==> src/rtl/loader_pkg.sv <==
// Shared definitions for the boot-time instruction memory loader.
//
// Contents:
//   WORD_W    - width of one instruction word
//   HDR_BYTES - number of bytes in the word-count header
//   state_t   - loader FSM states
package loader_pkg;

  localparam int WORD_W    = 32;
  localparam int HDR_BYTES = 2;

  typedef enum logic [2:0] {
    HDR_HI,
    HDR_LO,
    DATA,
    CHK,
    RUN,
    ERR
  } state_t;

endpackage

==> src/rtl/imem_loader_byte_packer.sv <==
// byte_packer: collects four bytes, MSB first, into one instruction word.
//
// Ports:
//   clk, rst_n  - clock and asynchronous active-low reset
//   byte_valid  - a byte is being consumed this cycle
//   byte_data   - the byte
//   flush       - discard any partial word
//   word_next   - combinational: this cycle's byte completes a word
//   word_valid  - one-cycle strobe, the cycle after the 4th byte
//   word_data   - the completed word, valid while word_valid is high
module byte_packer
  import loader_pkg::*;
(
  input  logic              clk,
  input  logic              rst_n,
  input  logic              byte_valid,
  input  logic [7:0]        byte_data,
  input  logic              flush,
  output logic              word_next,
  output logic              word_valid,
  output logic [WORD_W-1:0] word_data
);

  logic [1:0]        idx_q, idx_d;
  logic [WORD_W-1:0] shreg_q, shreg_d;
  logic              word_valid_q, word_valid_d;

  assign word_next  = byte_valid && !flush && (idx_q == 2'd3);
  assign word_valid = word_valid_q;
  assign word_data  = shreg_q;

  always_comb begin
    idx_d        = idx_q;
    shreg_d      = shreg_q;
    word_valid_d = 1'b0;
    if (flush) begin
      idx_d   = 2'd0;
      shreg_d = '0;
    end else if (byte_valid) begin
      // Shift left so the first byte of the word ends up in the top byte.
      shreg_d      = {shreg_q[WORD_W-9:0], byte_data};
      idx_d        = idx_q + 2'd1;
      word_valid_d = (idx_q == 2'd3);
    end
  end

  always_ff @(posedge clk or negedge rst_n) begin
    if (!rst_n) begin
      idx_q        <= 2'd0;
      shreg_q      <= '0;
      word_valid_q <= 1'b0;
    end else begin
      idx_q        <= idx_d;
      shreg_q      <= shreg_d;
      word_valid_q <= word_valid_d;
    end
  end

endmodule

==> src/rtl/imem_loader.sv <==
// imem_loader: receives a byte stream (2-byte word count N, then N words
// MSB first), writes the words sequentially into instruction memory and
// holds the datapath in reset until the whole image has been written.
//
// Optional feature macro: IMEM_LOADER_CHECKSUM_EN
//   When defined, a 1-byte checksum follows the image; the core is only
//   released if the mod-256 sum of every byte including the checksum is 0.
//
// Ports:
//   clk          - clock
//   reset        - asynchronous active-low reset
//   in_valid     - upstream byte present
//   in_data      - upstream byte
//   in_ready     - loader can accept a byte
//   im_we        - one-cycle instruction memory write strobe
//   im_addr      - byte address of the write (word index * 4)
//   im_wdata     - instruction word being written
//   core_reset   - active-high reset for the datapath
//   done         - image loaded, core running
//   error        - load failed (sticky until reset)
//   words_loaded - number of words written so far
module imem_loader
  import loader_pkg::*;
#(
  parameter int MAX_WORDS = 256,
  parameter int CNT_W     = 16
) (
  input  logic             clk,
  input  logic             reset,
  input  logic             in_valid,
  input  logic [7:0]       in_data,
  output logic             in_ready,
  output logic             im_we,
  output logic [31:0]      im_addr,
  output logic [31:0]      im_wdata,
  output logic             core_reset,
  output logic             done,
  output logic             error,
  output logic [CNT_W-1:0] words_loaded
);

`ifdef IMEM_LOADER_CHECKSUM_EN
  localparam state_t AFTER_IMAGE = CHK;
`else
  localparam state_t AFTER_IMAGE = RUN;
`endif

  state_t                   state_q, state_d;
  logic [7:0]               hdr_hi_q, hdr_hi_d;
  logic [CNT_W-1:0]         count_q, count_d;
  logic [CNT_W-1:0]         words_q, words_d;
  logic [31:0]              addr_q, addr_d;
  logic [HDR_BYTES*8-1:0]   hdr_word;
  logic                     accept;
  logic                     pack_valid;
  logic                     flush;
  logic                     word_next;

`ifdef IMEM_LOADER_CHECKSUM_EN
  logic [7:0]               sum_q, sum_d;
`endif

  // Gating with reset keeps in_ready low while reset is held, even though
  // the state register already sits at HDR_HI.
  assign in_ready = reset && ((state_q == HDR_HI) || (state_q == HDR_LO) ||
                              (state_q == DATA)   || (state_q == CHK));
  assign accept     = in_valid && in_ready;
  assign hdr_word   = {hdr_hi_q, in_data};
  assign pack_valid = accept && (state_q == DATA);
  assign flush      = (state_q != DATA);

  byte_packer u_packer (
    .clk        (clk),
    .rst_n      (reset),
    .byte_valid (pack_valid),
    .byte_data  (in_data),
    .flush      (flush),
    .word_next  (word_next),
    .word_valid (im_we),
    .word_data  (im_wdata)
  );

  assign im_addr      = addr_q;
  assign words_loaded = words_q;
  // The final write may land in the first RUN cycle; the core is released
  // only once that write has completed.
  assign core_reset   = !((state_q == RUN) && !im_we);
  assign done         = !core_reset;
  assign error        = (state_q == ERR);

  // Next-state logic: header capture, word counting and address generation.
  always_comb begin
    state_d  = state_q;
    hdr_hi_d = hdr_hi_q;
    count_d  = count_q;
    words_d  = words_q;
    addr_d   = addr_q;
    case (state_q)
      HDR_HI: begin
        if (accept) begin
          hdr_hi_d = in_data;
          state_d  = HDR_LO;
        end
      end
      HDR_LO: begin
        if (accept) begin
          count_d = CNT_W'(hdr_word);
          if (hdr_word == '0) begin
            state_d = AFTER_IMAGE;
          end else if (32'(hdr_word) > 32'(MAX_WORDS)) begin
            state_d = ERR;
          end else begin
            state_d = DATA;
          end
        end
      end
      DATA: begin
        if (word_next) begin
          words_d = words_q + CNT_W'(1);
          addr_d  = 32'({words_q, 2'b00});
          if (words_q + CNT_W'(1) == count_q) begin
            state_d = AFTER_IMAGE;
          end
        end
      end
`ifdef IMEM_LOADER_CHECKSUM_EN
      CHK: begin
        if (accept) begin
          state_d = (8'(sum_q + in_data) == 8'd0) ? RUN : ERR;
        end
      end
`endif
      default: begin
      end
    endcase
  end

`ifdef IMEM_LOADER_CHECKSUM_EN
  // Running sum over header and data bytes; the checksum byte itself is
  // folded in only at the comparison.
  always_comb begin
    sum_d = sum_q;
    if (accept && (state_q != CHK)) begin
      sum_d = sum_q + in_data;
    end
  end

  always_ff @(posedge clk or negedge reset) begin
    if (!reset) begin
      sum_q <= 8'd0;
    end else begin
      sum_q <= sum_d;
    end
  end
`endif

  always_ff @(posedge clk or negedge reset) begin
    if (!reset) begin
      state_q  <= HDR_HI;
      hdr_hi_q <= 8'd0;
      count_q  <= '0;
      words_q  <= '0;
      addr_q   <= 32'd0;
    end else begin
      state_q  <= state_d;
      hdr_hi_q <= hdr_hi_d;
      count_q  <= count_d;
      words_q  <= words_d;
      addr_q   <= addr_d;
    end
  end

endmodule

==> config.mk <==
export PLATFORM = sky130hd
export DESIGN_NAME = imem_loader
export DESIGN_NICKNAME = d
export VERILOG_FILES = /design/src/rtl/loader_pkg.sv /design/src/rtl/imem_loader_byte_packer.sv /design/src/rtl/imem_loader.sv
export SDC_FILE = /design/constraint.sdc
export NUM_CORES = 1
export LEC_CHECK = 0
export CORE_MARGIN = 2
export CORE_UTILIZATION = 54
export DETAILED_ROUTE_END_ITERATION = 16
export PLACE_DENSITY = 0.83
export SLEW_MARGIN = 20
export SYNTH_ARGS = -nofsm -noshare
export SYNTH_HDL_FRONTEND = slang
export SYNTH_SLANG_ARGS = --single-unit
==> constraint.sdc <==
create_clock -name clk -period 4.99 [get_ports clk]
set_input_delay 0.7485 -clock clk [delete_from_list [all_inputs] [get_ports clk]]
set_output_delay 0.7485 -clock clk [all_outputs]
set_load 0.01 [all_outputs]
* After elaboration in Yosys (flattened, before gate mapping)
Index checks and enable logic that the tools add are counted.
** Word-level totals
- Input port bits :: 11
- Logic and storage cells :: 56
- Flip-flop bits (word level) :: 94
- Output and inout port bits :: 85
** Cells by class
- Eq/ne operators :: 12
- Multiplexer cells :: 13
- Add/subtract/negate cells :: 2
- Reduce and logical (&&, ||, !) cells :: 20
- Magnitude comparators :: 1
** Operator list (number)
- 32-bit two-way mux :: 2
- 3-bit two-way mux :: 6
- 16-bit by 1-bit adder with 16-bit output (second input constant) :: 1
- 16-bit == test :: 1
- 16-bit by 9-bit greater-than comparator with 1-bit output (second input constant) :: 1
- 16-bit zero test :: 1
- 3-bit case mux with 3 select lines :: 1
- 3-bit by 2-bit == test with 1-bit output (second input constant) :: 2
- 3-bit == test (second input constant) :: 2
- 1-bit logical AND :: 6
- 2-bit AND reduction :: 3
- 5-bit AND reduction :: 1
- 2-bit two-way mux :: 2
- 2-bit by 1-bit != test with 1-bit output (second input constant) :: 2
- 2-bit != test (second input constant) :: 2
- 3-bit by 1-bit == test with 1-bit output (second input constant) :: 1
- 1-bit zero test :: 3
- 3-bit zero test :: 1
- 1-bit logical OR :: 3
- 3-bit by 2-bit != test with 1-bit output (second input constant) :: 1
- 3-bit nonzero test :: 1
- 2-bit by 1-bit adder with 2-bit output (second input constant) :: 1
- 2-bit == test (second input constant) :: 1
- 1-bit two-way mux :: 2
- 2-bit nonzero test :: 1

* Longest topological paths before layout
- Depth in word-level cells :: 11
- Depth in mapped cells :: 9

* Hierarchy
A second synthesis with hierarchy kept.
** Unflattened totals
- Cells, all modules :: 374
- Area, all modules :: 4445.5 µm²
** By module, submodules not included
- imem_loader :: area an instance 2985.4 µm², instances 1, cells an instance 259
- byte_packer :: area an instance 1460.2 µm², instances 1, cells an instance 115

* Worst setup path after synthesis
No wires, ideal clock.
- Path type :: input to register
- From :: in reset
- To :: reg count_q[6]
- Buffers on the path :: 1
- Cell stages on the path :: 5
- Slack :: 2.646 ns
- Arrival time :: 2.220 ns
- Cells stage by stage :: nor2b_1 -> nand2_1 -> nor2_1 -> clkbuf_1 -> mux2_2
** Between the ends
- Cells in the longest elaborated chain, start to end :: 3
** Ends and longest elaborated chain
- start, declared :: line imem_loader.sv:29 : input logic reset,
- 1-bit logical AND :: line imem_loader.sv:65 : assign in_ready = reset && ((state_q == HDR_HI) || (state_q == HDR_LO) ||
- 1-bit logical AND :: line imem_loader.sv:67 : assign accept = in_valid && in_ready;
- 2-bit AND reduction (no line)
- end signal, assigned :: line imem_loader.sv:167 : count_q <= count_d;
- end, declared :: line imem_loader.sv:50 : logic [CNT_W-1:0] count_q, count_d;
No other way between the ends.
A chain may end at the register's enable or synchronous reset.

* Worst setup path in the final report
- From :: in in_valid
- To :: reg state_q[0]
** Between the ends
- Cells in the longest elaborated chain, start to end :: 6
- Elaborated cells on any way between the ends :: 8
** Ends and longest elaborated chain
- start, declared :: line imem_loader.sv:30 : input logic in_valid,
- 1-bit logical AND * :: line imem_loader.sv:67
- 1-bit logical AND :: line imem_loader.sv:69 : assign pack_valid = accept && (state_q == DATA);
- 1-bit logical AND (2 in a row) :: line imem_loader_byte_packer.sv:28 : assign word_next = byte_valid && !flush && (idx_q == 2'd3);
- 2-bit by 1-bit != test with 1-bit output (no line)
- 5-bit AND reduction (no line) *
- end signal, assigned :: line imem_loader.sv:165 : state_q <= state_d;
- end, declared :: line imem_loader.sv:48 : state_t state_q, state_d;
Mark *: on every way between the ends. The rest lies on a longest branch, timed or not.

==> flow_metrics.env <==
export IMPL_cts_buffers=9
export IMPL_p_per_area_nw_per_um2=350
export IMPL_drive_gt1_frac=0.122
export IMPL_synthesis_area_sq_um=4300
export IMPL_cts_clk_slew_worst_paths_ns=0.09
export IMPL_cts_root_buf="clkbuf_8"
export IMPL_grt_pass1_vias=2986
export IMPL_finalWorstSetupSlack_ns=1.95
export IMPL_ant_nets=0
export IMPL_drt_iter0_markers=190
export IMPL_vdd_drop_max_uv=263
export IMPL_design_core_area_sq_um=7730
export IMPL_initial_core_util=0.557
export IMPL_r2r_start="words_loaded[0]"
export IMPL_clk_insertion_delay_late_ns=0.37
export IMPL_die_w_microns=93.3
export IMPL_cts_path_max_buffers=2
export IMPL_multi_input_area_sq_um=1780
export IMPL_nFillCells=575
export IMPL_cts_setup_buffers=0
export IMPL_min_path_type="input port to asynchronous set/reset pin"
export IMPL_slew_violations=0
export IMPL_diodes=0
export IMPL_area_growth_pct=23.6
export IMPL_portBuffers=79
export IMPL_maxCapViolCount=0
export IMPL_place_congestion=0.880
export IMPL_ys_async_sr_fraction=1.00
export IMPL_tritoncts="done"
export IMPL_final_setup_viol_count=0
export IMPL_placementRows=32
export IMPL_overflow=0
export IMPL_place_ws_ns=1.68
export IMPL_drc=0
export IMPL_critPathKind="input port to register"
export IMPL_cellLeakagePower_nw=2.36
export IMPL_antenna_found_initial=0
export IMPL_clock_skew_ns=0.0138
export IMPL_synth_cell_type_count=46
export IMPL_hpwlAfterDp_mm=6.31
export IMPL_cts_hold_buf=0
export IMPL_h_tree_depth=3
export IMPL_grtUsageTotal=0.230
export IMPL_worstPathArrival_ns=3.34
export IMPL_fin_crit_sh=0.608
export IMPL_fmax_mhz=329
export IMPL_die_area_sq_um=8700
export IMPL_status="complete, no violations"
export IMPL_rsz0062_at_grt="false"
export IMPL_ctsResizeCount=0
export IMPL_synthFlopType="dfrtp_1"
export IMPL_critPathLaunch="in_valid"
export IMPL_seq_area_frac_synth=0.547
export IMPL_nets=474
export IMPL_vias_per_cell=5.61
export IMPL_worstMarginPinSlew_ns=0.910
export IMPL_cp_max_fo=25
export IMPL_yosysWarnings=0
export IMPL_regArea_sq_um=2350
export IMPL_slew_headroom=0.393
export IMPL_hold_viol=0
export IMPL_wl_per_cell_microns=16.2
export IMPL_tns_ns=0
export IMPL_synth_edf_count=0
export IMPL_start_kind="input port"
export IMPL_vias=3189
export IMPL_end_kind="register"
export IMPL_die_y_microns=93.3
export IMPL_routed_wl_mm=9.23
export IMPL_period_minus_slack_ns=3.04
export IMPL_regToRegSetupSlack_ns=2.20
export IMPL_syn_inst=386
export IMPL_crit_required_ns=5.29
export IMPL_num_io_pins=96
export IMPL_synth_avg_cell_area_sq_um=11.2
export IMPL_drtPass1Iterations=6
export IMPL_grt_max_degree=74
export IMPL_numClockSinks=94
export IMPL_grt_pass1_wl_mm=15.7
export IMPL_synth_seq_cells=94
export IMPL_r2r_end="state_q[0]"
export IMPL_rr_worst_depth=8
## area by class of cell
type	count	area share
multi-input cells	266	0.335
repair buffers	84	0.155
inverters	6	0.00423
clock inverters	6	0.0129
clock buffers	10	0.0259
well taps	102	0.0240
flip-flops and latches	94	0.442
## cell families after synthesis
kind of cell / count (synthesis) / synth area share
flip-flops: 94 / 0.547
adder cells (fa/ha/maj): 2 / 0.00581
AO/OA/AOI/OAI: 57 / 0.105
other: 1 / 0.000871
AND/OR/NAND/NOR: 130 / 0.149
buffers and inverters: 41 / 0.0538
XOR/XNOR: 36 / 0.0733
multiplexers: 25 / 0.0654
## cell usage after synthesis (4+ instances only)
library cell	instances	area, sq um
nor2b_1	5	31.3
nor4_1	4	25.0
a22o_1	33	289
nand2_1	60	225
dfrtp_1	94	2350
clkbuf_1	14	52.6
nand4_1	6	37.5
inv_1	6	22.5
xor2_1	11	96.3
a21oi_1	5	25.0
nor3_1	6	30.0
nand3_1	10	50.1
nor2_1	15	56.3
o21ai_0	7	35.0
buf_4	18	135
xnor2_1	25	219
mux2_2	25	282
## worst max-delay path by stage
stage | to | cells after the start | slack [ns]
6_report | state_q[0] | 10 | 1.95
5_1_grt | state_q[0] | 10 | 1.75
4_1_cts | state_q[0] | 10 | 1.97
3_5_place_dp | state_q[0] | 10 | 1.68
3_3_place_gp | state_q[0] | 9 | 1.73
2_1_floorplan | count_q[6] | 5 | 2.65
## power breakdown
group / total, mW / switching (mW) / internal (mW)
clock network: 0.517 / 0.268 / 0.249
registers: 0.967 / 0.102 / 0.865
logic: 0.378 / 0.168 / 0.210
total: 1.86 / 0.538 / 1.32
## placed cells by master (no fill, tap or decap), drive strengths merged, types with 3 or more instances in the layout
| cell type | count |
|---|---|
| dfrtp | 94 |
| clkdlybuf4s50 | 78 |
| nand2 | 60 |
| a22o | 33 |
| xnor2 | 25 |
| mux2 | 25 |
| conb | 16 |
| nor2 | 15 |
| xor2 | 11 |
| nand3 | 11 |
| clkbuf | 10 |
| inv | 8 |
| o21ai | 7 |
| nand4 | 7 |
| buf | 6 |
| nor3 | 6 |
| nor2b | 5 |
| a21oi | 5 |
| nor4 | 5 |
| or4 | 3 |
| nand2b | 3 |
| or3 | 3 |
| or2 | 3 |
## per-layer routing
metal  up-vias  track usage  wire length, microns
met5         -            0                     0
met4         0       0.0882                   189
met3        18       0.0306                   397
met2       104        0.345                  4420
met1      1588        0.342                  4220
li1       1479            -                     -
## flip-flops by register name, indices dropped and copies added (netlist names)
| register | flops |
|---|---|
| u_packer.idx_q | 2 |
| hdr_hi_q | 8 |
| u_packer.word_valid | 1 |
| words_loaded | 16 |
| im_addr | 16 |
| count_q | 16 |
| u_packer.word_data | 32 |
| state_q | 3 |
## critical path: stages
cell,delay (ns)
clkdlybuf4s50_1,0.48
and3b_1,0.22
nand3_1,0.10
buf_4,0.23
inv_1,0.53
nand4_1,0.19
nor4_2,0.25
nand4_1,0.22
a21oi_1,0.24
a31o_1,0.12
## per-stage QoR
| step | cell area, sq um | utilization | hold WS [ns] | cells | power, mW |
|---|---|---|---|---|---|
| after floorplan | 4360 | - | 0.453 | 401 | 1.22 |
| after global placement | 5110 | 0.662 | 0.463 | 552 | 1.33 |
| after detailed placement | 5110 | 0.662 | 0.463 | 552 | 1.36 |
| after CTS | 5320 | 0.688 | 0.257 | 568 | 1.87 |
| after global routing | 5320 | 0.688 | 0.274 | 568 | 1.97 |
| final | 5320 | 0.688 | 0.264 | 568 | 1.86 |
No activity file was read; power rests on OpenSTA's default activity.
